File: src/rtl/alu_arbiter_if.sv
// Request/response handshake bundle between the two ALU requesters (fetch/branch, execute)
// and alu_arbiter. The master side is the requester pair; the slave side is the arbiter.
interface alu_arbiter_if #(
  parameter int DW = 32
);
  logic          req0_valid, req0_ready, req1_valid, req1_ready;
  logic [DW-1:0] req0_opA, req0_opB, req1_opA, req1_opB;
  logic [4:0]    req0_op, req0_shamt, req1_op, req1_shamt;
  logic          rsp0_valid, rsp0_ready, rsp1_valid, rsp1_ready;
  logic [DW-1:0] rsp0_result, rsp1_result;
  logic          rsp0_ne, rsp0_lt, rsp0_ovf, rsp1_ne, rsp1_lt, rsp1_ovf;

  modport master (
    output req0_valid, req0_opA, req0_opB, req0_op, req0_shamt,
    output req1_valid, req1_opA, req1_opB, req1_op, req1_shamt,
    input  req0_ready, req1_ready,
    input  rsp0_valid, rsp0_result, rsp0_ne, rsp0_lt, rsp0_ovf,
    input  rsp1_valid, rsp1_result, rsp1_ne, rsp1_lt, rsp1_ovf,
    output rsp0_ready, rsp1_ready
  );

  modport slave (
    input  req0_valid, req0_opA, req0_opB, req0_op, req0_shamt,
    input  req1_valid, req1_opA, req1_opB, req1_op, req1_shamt,
    output req0_ready, req1_ready,
    output rsp0_valid, rsp0_result, rsp0_ne, rsp0_lt, rsp0_ovf,
    output rsp1_valid, rsp1_result, rsp1_ne, rsp1_lt, rsp1_ovf,
    input  rsp0_ready, rsp1_ready
  );
endinterface

File: src/rtl/alu_arbiter.sv
// Shares one combinational alu between two requesters, one operation in flight (IDLE->EXEC->RESP).
// Define ALU_ARB_STATS_EN to enable the saturating per-requester grant counters.
module alu_arbiter #(
  parameter int DW   = 32,
  parameter int CNTW = 16
) (
  input  logic            clock,
  input  logic            reset,
  alu_arbiter_if.slave    bus,
  output logic [DW-1:0]   alu_opA,
  output logic [DW-1:0]   alu_opB,
  output logic [4:0]      alu_op,
  output logic [4:0]      alu_shamt,
  input  logic [DW-1:0]   alu_result,
  input  logic            alu_ne,
  input  logic            alu_lt,
  input  logic            alu_ovf,
  output logic [CNTW-1:0] grant_cnt0,
  output logic [CNTW-1:0] grant_cnt1
);

  typedef enum logic [1:0] {IDLE, EXEC, RESP} state_t;

  state_t        state;
  logic          last_grant;
  logic          owner;
  logic [1:0]    acc;
  logic [1:0]    rsp_vld;
  logic [DW-1:0] res_q;
  logic          ne_q, lt_q, ovf_q;

  // On a tie the requester that did not win last goes first.
  always_comb begin
    acc    = 2'b00;
    acc[0] = (state == IDLE) && bus.req0_valid && (!bus.req1_valid || last_grant);
    acc[1] = (state == IDLE) && bus.req1_valid && (!bus.req0_valid || !last_grant);
  end

  assign bus.req0_ready = acc[0];
  assign bus.req1_ready = acc[1];

  // The alu_* outputs double as the operand registers, so they hold between operations.
  always_ff @(posedge clock or posedge reset) begin
    if (reset) begin
      state      <= IDLE;
      last_grant <= 1'b1;
      owner      <= 1'b0;
      alu_opA    <= '0;
      alu_opB    <= '0;
      alu_op     <= '0;
      alu_shamt  <= '0;
      res_q      <= '0;
      ne_q       <= 1'b0;
      lt_q       <= 1'b0;
      ovf_q      <= 1'b0;
      rsp_vld    <= 2'b00;
    end else begin
      case (state)
        IDLE: begin
          if (|acc) begin
            alu_opA    <= acc[1] ? bus.req1_opA   : bus.req0_opA;
            alu_opB    <= acc[1] ? bus.req1_opB   : bus.req0_opB;
            alu_op     <= acc[1] ? bus.req1_op    : bus.req0_op;
            alu_shamt  <= acc[1] ? bus.req1_shamt : bus.req0_shamt;
            owner      <= acc[1];
            last_grant <= acc[1];
            state      <= EXEC;
          end
        end
        EXEC: begin
          res_q   <= alu_result;
          ne_q    <= alu_ne;
          lt_q    <= alu_lt;
          ovf_q   <= alu_ovf;
          rsp_vld <= owner ? 2'b10 : 2'b01;
          state   <= RESP;
        end
        RESP: begin
          if (|(rsp_vld & {bus.rsp1_ready, bus.rsp0_ready})) begin
            rsp_vld <= 2'b00;
            state   <= IDLE;
          end
        end
        default: state <= IDLE;
      endcase
    end
  end

  assign bus.rsp0_valid  = rsp_vld[0];
  assign bus.rsp1_valid  = rsp_vld[1];
  assign bus.rsp0_result = res_q;
  assign bus.rsp1_result = res_q;
  assign bus.rsp0_ne     = ne_q;
  assign bus.rsp1_ne     = ne_q;
  assign bus.rsp0_lt     = lt_q;
  assign bus.rsp1_lt     = lt_q;
  assign bus.rsp0_ovf    = ovf_q;
  assign bus.rsp1_ovf    = ovf_q;

`ifdef ALU_ARB_STATS_EN
  always_ff @(posedge clock or posedge reset) begin
    if (reset) begin
      grant_cnt0 <= '0;
      grant_cnt1 <= '0;
    end else begin
      if (acc[0] && (grant_cnt0 != '1)) grant_cnt0 <= grant_cnt0 + CNTW'(1);
      if (acc[1] && (grant_cnt1 != '1)) grant_cnt1 <= grant_cnt1 + CNTW'(1);
    end
  end
`else
  assign grant_cnt0 = '0;
  assign grant_cnt1 = '0;
`endif

endmodule

File: src/flat_wrapper.sv
// flat-port wrapper written by rule: the top's interface ports become plain ports
module alu_arbiter_flat 
#(
  parameter int DW   = 32,
  parameter int CNTW = 16
)
  (clock, reset, alu_opA, alu_opB, alu_op, alu_shamt, alu_result, alu_ne, alu_lt, alu_ovf, grant_cnt0, grant_cnt1, bus_req0_valid, bus_req0_opA, bus_req0_opB, bus_req0_op, bus_req0_shamt, bus_req1_valid, bus_req1_opA, bus_req1_opB, bus_req1_op, bus_req1_shamt, bus_req0_ready, bus_req1_ready, bus_rsp0_valid, bus_rsp0_result, bus_rsp0_ne, bus_rsp0_lt, bus_rsp0_ovf, bus_rsp1_valid, bus_rsp1_result, bus_rsp1_ne, bus_rsp1_lt, bus_rsp1_ovf, bus_rsp0_ready, bus_rsp1_ready);
  alu_arbiter_if #(.DW(DW)) bus_i ();
  input  logic clock;
  input  logic reset;
  output logic [DW-1:0] alu_opA;
  output logic [DW-1:0] alu_opB;
  output logic [4:0] alu_op;
  output logic [4:0] alu_shamt;
  input  logic [DW-1:0] alu_result;
  input  logic alu_ne;
  input  logic alu_lt;
  input  logic alu_ovf;
  output logic [CNTW-1:0] grant_cnt0;
  output logic [CNTW-1:0] grant_cnt1;
  input wire logic [$bits(bus_i.req0_valid)-1:0] bus_req0_valid;
  input wire logic [$bits(bus_i.req0_opA)-1:0] bus_req0_opA;
  input wire logic [$bits(bus_i.req0_opB)-1:0] bus_req0_opB;
  input wire logic [$bits(bus_i.req0_op)-1:0] bus_req0_op;
  input wire logic [$bits(bus_i.req0_shamt)-1:0] bus_req0_shamt;
  input wire logic [$bits(bus_i.req1_valid)-1:0] bus_req1_valid;
  input wire logic [$bits(bus_i.req1_opA)-1:0] bus_req1_opA;
  input wire logic [$bits(bus_i.req1_opB)-1:0] bus_req1_opB;
  input wire logic [$bits(bus_i.req1_op)-1:0] bus_req1_op;
  input wire logic [$bits(bus_i.req1_shamt)-1:0] bus_req1_shamt;
  output wire logic [$bits(bus_i.req0_ready)-1:0] bus_req0_ready;
  output wire logic [$bits(bus_i.req1_ready)-1:0] bus_req1_ready;
  output wire logic [$bits(bus_i.rsp0_valid)-1:0] bus_rsp0_valid;
  output wire logic [$bits(bus_i.rsp0_result)-1:0] bus_rsp0_result;
  output wire logic [$bits(bus_i.rsp0_ne)-1:0] bus_rsp0_ne;
  output wire logic [$bits(bus_i.rsp0_lt)-1:0] bus_rsp0_lt;
  output wire logic [$bits(bus_i.rsp0_ovf)-1:0] bus_rsp0_ovf;
  output wire logic [$bits(bus_i.rsp1_valid)-1:0] bus_rsp1_valid;
  output wire logic [$bits(bus_i.rsp1_result)-1:0] bus_rsp1_result;
  output wire logic [$bits(bus_i.rsp1_ne)-1:0] bus_rsp1_ne;
  output wire logic [$bits(bus_i.rsp1_lt)-1:0] bus_rsp1_lt;
  output wire logic [$bits(bus_i.rsp1_ovf)-1:0] bus_rsp1_ovf;
  input wire logic [$bits(bus_i.rsp0_ready)-1:0] bus_rsp0_ready;
  input wire logic [$bits(bus_i.rsp1_ready)-1:0] bus_rsp1_ready;
  assign bus_i.req0_valid = bus_req0_valid;
  assign bus_i.req0_opA = bus_req0_opA;
  assign bus_i.req0_opB = bus_req0_opB;
  assign bus_i.req0_op = bus_req0_op;
  assign bus_i.req0_shamt = bus_req0_shamt;
  assign bus_i.req1_valid = bus_req1_valid;
  assign bus_i.req1_opA = bus_req1_opA;
  assign bus_i.req1_opB = bus_req1_opB;
  assign bus_i.req1_op = bus_req1_op;
  assign bus_i.req1_shamt = bus_req1_shamt;
  assign bus_req0_ready = bus_i.req0_ready;
  assign bus_req1_ready = bus_i.req1_ready;
  assign bus_rsp0_valid = bus_i.rsp0_valid;
  assign bus_rsp0_result = bus_i.rsp0_result;
  assign bus_rsp0_ne = bus_i.rsp0_ne;
  assign bus_rsp0_lt = bus_i.rsp0_lt;
  assign bus_rsp0_ovf = bus_i.rsp0_ovf;
  assign bus_rsp1_valid = bus_i.rsp1_valid;
  assign bus_rsp1_result = bus_i.rsp1_result;
  assign bus_rsp1_ne = bus_i.rsp1_ne;
  assign bus_rsp1_lt = bus_i.rsp1_lt;
  assign bus_rsp1_ovf = bus_i.rsp1_ovf;
  assign bus_i.rsp0_ready = bus_rsp0_ready;
  assign bus_i.rsp1_ready = bus_rsp1_ready;
  alu_arbiter #(.DW(DW), .CNTW(CNTW)) u_core (.clock(clock), .reset(reset), .bus(bus_i), .alu_opA(alu_opA), .alu_opB(alu_opB), .alu_op(alu_op), .alu_shamt(alu_shamt), .alu_result(alu_result), .alu_ne(alu_ne), .alu_lt(alu_lt), .alu_ovf(alu_ovf), .grant_cnt0(grant_cnt0), .grant_cnt1(grant_cnt1));
endmodule
File: config.mk
export PLATFORM = sky130hd
export DESIGN_NAME = alu_arbiter_flat
export DESIGN_NICKNAME = d
export VERILOG_FILES = /design/src/rtl/alu_arbiter_if.sv /design/src/rtl/alu_arbiter.sv /design/src/flat_wrapper.sv
export SDC_FILE = /design/constraint.sdc
export NUM_CORES = 1
export LEC_CHECK = 0
export CAP_MARGIN = 10
export CORE_AREA = 2 2 142 144
export DETAILED_ROUTE_END_ITERATION = 7
export DIE_AREA = 0 0 144 146
export GPL_TIMING_DRIVEN = 0
export HOLD_SLACK_MARGIN = 0.03
export PLACE_DENSITY = 0.7
export SLEW_MARGIN = 5
export SYNTH_ARGS = -nofsm -noshare
export SYNTH_HDL_FRONTEND = slang
export SYNTH_SLANG_ARGS = --single-unit
export TNS_END_PERCENT = 1
File: constraint.sdc
create_clock -name clock -period 7.4 [get_ports clock]
set_input_delay 1.11 -clock clock [delete_from_list [all_inputs] [get_ports clock]]
set_output_delay 1.11 -clock clock [all_outputs]
set_load 0.03 [all_outputs]
==> results.md <==
* Run status: completed
* Clock Latency Late Sink at 0.42 ns
* Layout net count at 1177
* Setup repair after global routing missed its margin: no
* Most frequent cells in the layout: sky130_fd_sc_hd__clkdlybuf4s50_1 (336), sky130_fd_sc_hd__dfrtp_1 (114), sky130_fd_sc_hd__inv_1 (79), sky130_fd_sc_hd__o211ai_1 (75)
* Total of fill cells in the finished design at 1705
* Met2 track utilization from global routing at 36.76%
* Dpl hpwl at 17540 microns
* Commonest non-fill, non-tap cell in the layout: sky130_fd_sc_hd__clkdlybuf4s50_1
* Io pins at 369
* Number of antenna violations at the first check in global routing at 0
* Starting DRC count in detailed routing at 315
* Vias in the first global route at 6264
* Total design power at 0.005024 W
* Number of max-cap violations at 0
* Area overhead of the layout relative to synthesis at 71.34%
* Final hold violation count at 0
* Peak-usage layer in the global routing report: met2
* Hold buffers post-CTS at 0
* Met3 capacity usage during global routing at 5.890%
* Overall die width at 144 microns
* Maximum resistive drop on vdd at 0.0002099 V
* Layout Utilization at 54.99%
* Number of nets still failing antenna checks after routing at 0
* Shortest clock period the worst path allows after layout at 4.021 ns
* First-pass GRT wire length at 35260 microns
* Pre-Repair DR Iteration Count at 5
* Height of the die at 146 microns
* Pin count of the biggest net entering global routing at 65
* DRC at 0
* Global routing met1 resource utilization at 26.07%
* Number of standard-cell rows in the floorplan at 51
* Average detailed-routed wire length per instance at 18.47 microns
* Tcrit/Tclk final at 54.34%
* Worst clock skew on the final layout at 0.01438 ns
* TritonCTS buffer count at 17
* Number of H-tree branching levels at 4
* Accumulated negative setup slack at 0 ns
* Detailed Route WL at 23370 microns
* Synthesized area per cell at 10.32 sq um
* Antenna fix cells at 0
* Overall Global Routing Usage at 21.81%
* Final setup vio count at 0
* Area of the multi-input gates at 0.002307 sq mm
* Kind of start point of the critical path: input port
* Total count of max-transition violations in the final report at 0
* Number of synthesized register bits at 115
* Leakage at 4.591 nW
* Overall die area at 0.02102 sq mm
* Kind of end point of the critical path: primary output
* Syn. warnings at 0
* Total power per unit cell area at 472.6 mW/mm^2
* Share of cells above drive strength 1 at 16.40%
* Worst min-delay path category: flip-flop to flip-flop
* CTS root buf: sky130_fd_sc_hd__clkbuf_16
* Count of cell types in the netlist at 27
* Kind of critical path: input port to primary output
* Total global routing overflow at 0
* Worst Tran Pin Value at 0.6465 ns
* Number of standard cells after synthesis at 601
* Part of the Yosys area used for sequential elements at 46.40%
* Initial cell density of the core at 32.09%
* Clock tree from TritonCTS: yes
* Total number of clock tree sinks at 115
* Max-slew headroom at the worst pin at 56.90%
* Max Clk Rate at 248.7 MHz
* Via count of the routed design at 6143
* Routability congestion estimate from global placement at 0.8194
* Endpoint required time on the critical path at 6.29 ns
* Sequential standard cell area at 0.002879 sq mm
* Area of the mapped netlist at 0.006205 sq mm
* Count of input and output buffers at 336
* Setup repair bufs after CTS at 0
* Std-Cell Core Area at 0.01933 sq mm
* Clock transition at the register clock pins on the worst setup and hold paths after CTS at 0.06 ns
* Number of gates given a new drive strength after cts at 0
* Maximum fanout along the worst path at 10
* Clock buffer depth at 2
* Arrival time at the worst endpoint at 2.91 ns
* Average vias per placed instance at 4.856
## Yosys cell counts, drive strengths merged
master   instances  area, sq um
a21o             2        15.01
a21oi            1        5.000
a221oi           1        8.760
a22oi            1        7.510
buf             96        713.2
clkbuf          32        121.4
conb             1        3.750
dfrtp          114         2853
dfstp            1        26.28
inv             80        300.3
mux2            35        499.2
nand2            2        7.510
nand2b           1        6.260
nand3            2        10.01
nor2             5        23.77
o2111ai         74        648.1
o211ai          75        563.0
o21ai           76        380.4
o22ai            1        6.260
or2              1        6.260
## power by group
| part | switching (W) | total [W] | internal, W | leakage (nW) |
|---|---|---|---|---|
| Clock | 0.000295 | 0.000827 | 0.000532 | 0.289 |
| Sequential | 0.000212 | 0.00116 | 0.000950 | 1.39 |
| Combinational | 0.00169 | 0.00304 | 0.00135 | 2.91 |
| Total | 0.00219 | 0.00502 | 0.00283 | 4.59 |
## cell families after synthesis
kind of cell	count (synthesis)	share of synthesized area, %
DFF	115	46.40
other	1	0.06044
muxes	35	8.046
buffers and inverters	208	18.29
and+or+nand+nor	11	0.8672
AOI/OAI and AO/OA	231	26.34
## critical path, stage by stage
cell	delay (ns)
sky130_fd_sc_hd__clkdlybuf4s50_1	0.57
sky130_fd_sc_hd__nand2_1	0.07
sky130_fd_sc_hd__nand3_1	0.11
sky130_fd_sc_hd__buf_2	0.28
sky130_fd_sc_hd__inv_1	0.12
sky130_fd_sc_hd__clkdlybuf4s50_1	0.64
## metal layers
metal	routed length [microns]	vias to the layer above
li1	-	2872
met1	9025	2913
met2	11640	309
met3	1940	49
met4	764	0
met5	0	-
## per-stage QoR
stage	setup slack (ns)	instance area [sq um]	std cells	hold WS, ns
3_3_place_gp	1.301	10020	1233	0.5036
6_report	3.379	10630	1265	0.5191
5_1_grt	3.258	10630	1265	0.5392
4_1_cts	3.349	10630	1265	0.5232
3_5_place_dp	3.357	10050	1234	0.5085
2_1_floorplan	3.248	6321	632	0.4604
## flip-flops by register name (all words and copies together), names as in the netlist, 2 cells and up
name	cells
u_core.state	2
u_core.alu_shamt	5
u_core.rsp_vld	2
u_core.alu_opB	32
u_core.alu_op	5
u_core.bus.rsp0_result	32
u_core.alu_opA	32
## worst paths after layout
| path | start | to | slack, ns | cells after the start |
|---|---|---|---|---|
| max | bus_req0_valid | bus_req1_ready | 3.38 | 6 |
| min | u_core.alu_opA[14] | u_core.alu_opA[14] | 0.52 | 2 |
| max reg2reg | u_core.last_grant | u_core.alu_opA[12] | 5.67 | 5 |
| min reg2reg | u_core.alu_opA[14] | u_core.alu_opA[14] | 0.52 | 2 |
| max in group asynchronous | reset | u_core.alu_opB[6] | 5.55 | 3 |
| min in group asynchronous | reset | u_core.bus.rsp0_result[10] | 1.13 | 2 |
## cell type report
type | count | share of cell area [%]
Clock inverter | 11 | 1.283
Tap cell | 265 | 3.119
Timing Repair Buffer | 337 | 31.89
Inverter | 80 | 2.872
Buffer | 128 | 7.850
Sequential cell | 115 | 27.08
Multi-Input combinational cell | 309 | 21.70
Clock buffer | 20 | 4.201
Power figures use the tool's default switching activity.
